===== config.mk =====
export PLATFORM = sky130hd
export DESIGN_NAME = fec_frame_sched
export DESIGN_NICKNAME = d
export VERILOG_FILES = /design/src/rtl/fec_frame_sched.sv
export SDC_FILE = /design/constraint.sdc
export NUM_CORES = 1
export LEC_CHECK = 0
export CAP_MARGIN = 20
export CORE_MARGIN = 2
export CORE_UTILIZATION = 34
export CTS_CLUSTER_SIZE = 16
export DETAILED_ROUTE_END_ITERATION = 10
export PLACE_DENSITY = 0.76
export SLEW_MARGIN = 20
export SYNTH_ARGS = -nofsm -noshare
export SYNTH_HDL_FRONTEND = slang
export SYNTH_SLANG_ARGS = --single-unit

===== constraint.sdc =====
create_clock -name clk -period 1.3 [get_ports clk]
set_input_delay 0.13 -clock clk [delete_from_list [all_inputs] [get_ports clk]]
set_output_delay 0.13 -clock clk [all_outputs]
set_load 0.1 [all_outputs]

===== src/rtl/fec_frame_sched.sv =====
// fec_frame_sched: round-robin frame scheduler for the rate-1/2 FEC path.
// Grants one of two requesters, loads the frame into the serializer, starts
// the encoder, waits for completion and holds the FEC word under valid/ready.
// Optional feature macro: FEC_SCHED_TIMEOUT_EN (RUN timeout with sticky err).
module fec_frame_sched #(
    parameter int unsigned BITS = 48
`ifdef FEC_SCHED_TIMEOUT_EN
    , parameter int unsigned TIMEOUT = 64
`endif
) (
    input  logic              clk,
    input  logic              rst,
    input  logic              req0,
    input  logic              req1,
    input  logic [BITS-1:0]   data0,
    input  logic [BITS-1:0]   data1,
    output logic              gnt0,
    output logic              gnt1,
    output logic [BITS-1:0]   frame,
    output logic              ser_start,
    output logic              enc_ld,
    input  logic              enc_done,
    input  logic [2*BITS-1:0] fec_in,
    output logic [2*BITS-1:0] fec_out,
    output logic              out_id,
    output logic              out_valid,
    input  logic              out_ready,
    output logic              busy,
    output logic              err
);

    typedef enum logic [1:0] {
        IDLE = 2'd0,
        LOAD = 2'd1,
        RUN  = 2'd2
    } state_t;

    state_t state;
    logic   id;
    logic   last;
    logic   grant_ok;
    logic   win;

`ifdef FEC_SCHED_TIMEOUT_EN
    localparam int unsigned CW = (TIMEOUT > 1) ? $clog2(TIMEOUT) : 1;
    logic [CW-1:0] cnt;
`else
    assign err = 1'b0;
`endif

    // A grant needs a pending request and a free (or draining) output slot.
    assign grant_ok = (req0 | req1) & (~out_valid | out_ready);
    // Single requester wins outright; on contention the one not served last wins.
    assign win      = (req0 & req1) ? ~last : req1;

    // Scheduler FSM with registered pulses, frame latch and output slot.
    always_ff @(posedge clk) begin
        if (rst) begin
            state     <= IDLE;
            id        <= 1'b0;
            last      <= 1'b1;
            gnt0      <= 1'b0;
            gnt1      <= 1'b0;
            ser_start <= 1'b0;
            enc_ld    <= 1'b0;
            frame     <= '0;
            fec_out   <= '0;
            out_id    <= 1'b0;
            out_valid <= 1'b0;
            busy      <= 1'b0;
`ifdef FEC_SCHED_TIMEOUT_EN
            cnt       <= '0;
            err       <= 1'b0;
`endif
        end else begin
            gnt0      <= 1'b0;
            gnt1      <= 1'b0;
            ser_start <= 1'b0;
            enc_ld    <= 1'b0;
            // A pop frees the slot; a capture later in this block overrides it.
            if (out_valid && out_ready) begin
                out_valid <= 1'b0;
            end
            case (state)
                IDLE: begin
                    if (grant_ok) begin
                        frame     <= win ? data1 : data0;
                        id        <= win;
                        last      <= win;
                        gnt0      <= ~win;
                        gnt1      <= win;
                        ser_start <= 1'b1;
                        enc_ld    <= 1'b1;
                        busy      <= 1'b1;
                        state     <= LOAD;
                    end
                end
                LOAD: begin
`ifdef FEC_SCHED_TIMEOUT_EN
                    cnt   <= '0;
`endif
                    state <= RUN;
                end
                RUN: begin
`ifdef FEC_SCHED_TIMEOUT_EN
                    cnt <= cnt + CW'(1);
`endif
                    if (enc_done) begin
                        fec_out   <= fec_in;
                        out_id    <= id;
                        out_valid <= 1'b1;
                        busy      <= 1'b0;
                        state     <= IDLE;
                    end
`ifdef FEC_SCHED_TIMEOUT_EN
                    else if (cnt == CW'(TIMEOUT - 1)) begin
                        err   <= 1'b1;
                        busy  <= 1'b0;
                        state <= IDLE;
                    end
`endif
                end
                default: begin
                    busy  <= 1'b0;
                    state <= IDLE;
                end
            endcase
        end
    end

endmodule


==> flow_summary.ini <==
[run_status]
status = complete, but fails checks
violations = setup timing

[global_routing]
grt_pass1_vias = 6188
grt_max_degree = 65
overflow = 0
grt_pass1_wl_um = 32800
antenna_found_initial = 1
grt_usage_pct = 22.8

[yosys]
synth_top_cell_by_area = dfxtp_1
synth_nets = 884
yosysSeqAreaShare_pct = 51.2
synth_cell_types = 30
syn_inst = 686
syn_area_mm2 = 0.00602
yosys-top-cells-area = dfxtp_1, nand2_1, a21oi_1, o32ai_1, a221oi_2
synthArstFlopShare_pct = 0
ys_ff_latch = 154
avgSynthCellArea_um2 = 8.77
synth_top_area_share_pct = 51.2
synth_edf_count = 0
synth-main-ff-cell = dfxtp_1
yosysWarningCount = 0

[floorplan]
core_area_mm2 = 0.0173
start_util_pct = 34.8
row_count = 48
io-pin-count = 350
die_area_mm2 = 0.0188
die_y_um = 137
die_w_um = 137

[clocking]
clockBufferDepth = 2
clock-sinks = 154
clock_latency_ns = 0.42
root_buffer = clkbuf_16
ctsHoldBuffers = 0
h-tree-depth = 4
numCtsBuffers = 17
cts_tree = done
clkTransAtPathRegs_ns = 0.07

[power_and_ir_drop]
sw_frac_of_total_pct = 34.5
p_sw_mw = 5.63
combPwrFrac_pct = 33.9
ir_drop_v = 0.000862
clkPwrFrac_pct = 33.0
internal_power_mw = 10.7
p_leak_nw = 4.69
power_density_mw_per_mm2 = 1300
seq_power_share_pct = 33.1

[route]
wirelength_um = 23500
wire_per_inst_um = 18.3
drtAntennaViolNets = 0
dr.first_iter.drc_count = 393
drc = 0
drt_pre_antenna_iters = 5
num_vias = 6529
viasPerCell = 5.07

[sta]
setup_viol = 5
maxSlewViolCount = 0
worst_slack_ns = -0.0348
clock.fmax_mhz = 749
final-hold-violation-count = 0
min_period_over_period_pct = 103
rsz0062_at_grt = true
hold_slack_ns = 0.0715
finalClockSkew_ns = 0.00960
min_period_ns = 1.33

[critical_path]
critical_path_required_ns = 1.61
path_max_fanout = 6
end_kind = register
rrSetupSlack_ns = -0.03
critPathLaunchType = register
cp.arrival_ns = 1.65
path_class = register to register

[finish]
utilization_pct = 72.7
drive_gt1_share_pct = 33.5
stdcell_area_mm2 = 0.0126
final_cell_mix = nand2_1, clkdlybuf4s50_1, buf_12
nNetsFinal = 1246
syn_to_final_growth_pct = 109

[job]
maxCapViolations = 0

[placement]
gp_congestion = 0.838
portBuffers = 348
place_area_mm2 = 0.0115
hpwlAfterDp_um = 16600

[worst_hold_path]
hold_class = input pin to register
==> path summary, 6_finish.rpt <==
check / startpoint / endpoint / depth (start not counted)
setup / recovery: last / frame[33] / 5
hold / removal: rst / frame[18] / 2
setup reg to reg: last / frame[33] / 5
hold reg to reg: id / out_id / 2
==> routing by layer <==
metal	global-route usage (%)	share of wire (%)	up-vias
li1	-	-	3112
met1	25.2	36	3081
met2	39.7	52	270
met3	7.37	7.9	66
met4	10.5	4.1	0
met5	0	0	-
==> cells in the mapped netlist (2+ instances only) <==
cell and instances:
clkbuf_1 21, o32ai_1 49, dfxtp_1 154, nand2b_1 2, a221oi_2 20, buf_6 10
a21oi_1 99, a221oi_1 28, nand2_1 196, inv_1 50, nor2_1 2, buf_2 30
o21ai_0 2, buf_4 6, nor3b_1 2
==> timing repair <==
action | CTS | global route
pin swaps | 2 | 6
resized for setup | 13 | 32
cloned | 1 | 4
hold endpoints to repair | 0 | 0
setup endpoints to repair | 58 | 64
setup buffers | 0 | 7
==> sequential cells by signal, summed over array words and instances (netlist names) <==
register / flops
out_valid: 1
fec_out: 96
id: 1
busy: 1
state: 2
enc_ld: 1
frame: 48
last: 1
gnt0: 1
out_id: 1
gnt1: 1
==> critical path: stages (launching register included) <==
cell	delay, ns
dfxtp_4	0.36
nor2b_4	0.19
buf_12	0.16
buf_4	0.15
o32ai_2	0.08
a221oi_1	0.28
==> per-stage QoR <==
stage	setup slack (ns)	instances	power (mW)	setup TNS (ns)
2_1_floorplan	-0.0785	686	8.44	-0.463
3_3_place_gp	-0.380	1242	10.7	-29.25
3_5_place_dp	-0.406	1242	10.8	-33.85
4_1_cts	-0.0332	1275	16.2	-0.172
5_1_grt	-0.0891	1287	16.8	-1.11
6_report	-0.0348	1287	16.3	-0.103
==> logic make-up (layout without fill, tap and decap cells) <==
kind of cell	count (synthesis)	after routing	synth area share [%]
and+or+nand+nor	212	213	14.1
other	1	2	0.0623
buffers and inverters	118	492	9.60
muxes	1	1	0.166
AOI/OAI and AO/OA	200	200	24.9
DFF	154	154	51.2
==> layout make-up <==
type | instances | area, um2
repair buffers | 410 | 5720
fillers | 1167 | 4710
flip-flops and latches | 154 | 3160
multi-input cells | 415 | 2590
clock buffers | 20 | 457
well taps | 225 | 282
clock inverters | 12 | 188
inverters | 50 | 188
diodes | 1 | 2.50
==> power groups by stage <==
stage	combinational (mW)	sequential (mW)	clock [mW]
final	5.53	5.41	5.39
after global routing	5.70	5.44	5.66
after CTS	5.34	5.41	5.47
after detailed placement	5.28	5.51	0
after global placement	5.24	5.50	0
after floorplan	1.00	7.43	0
No activity file was read; power rests on OpenSTA's default activity.
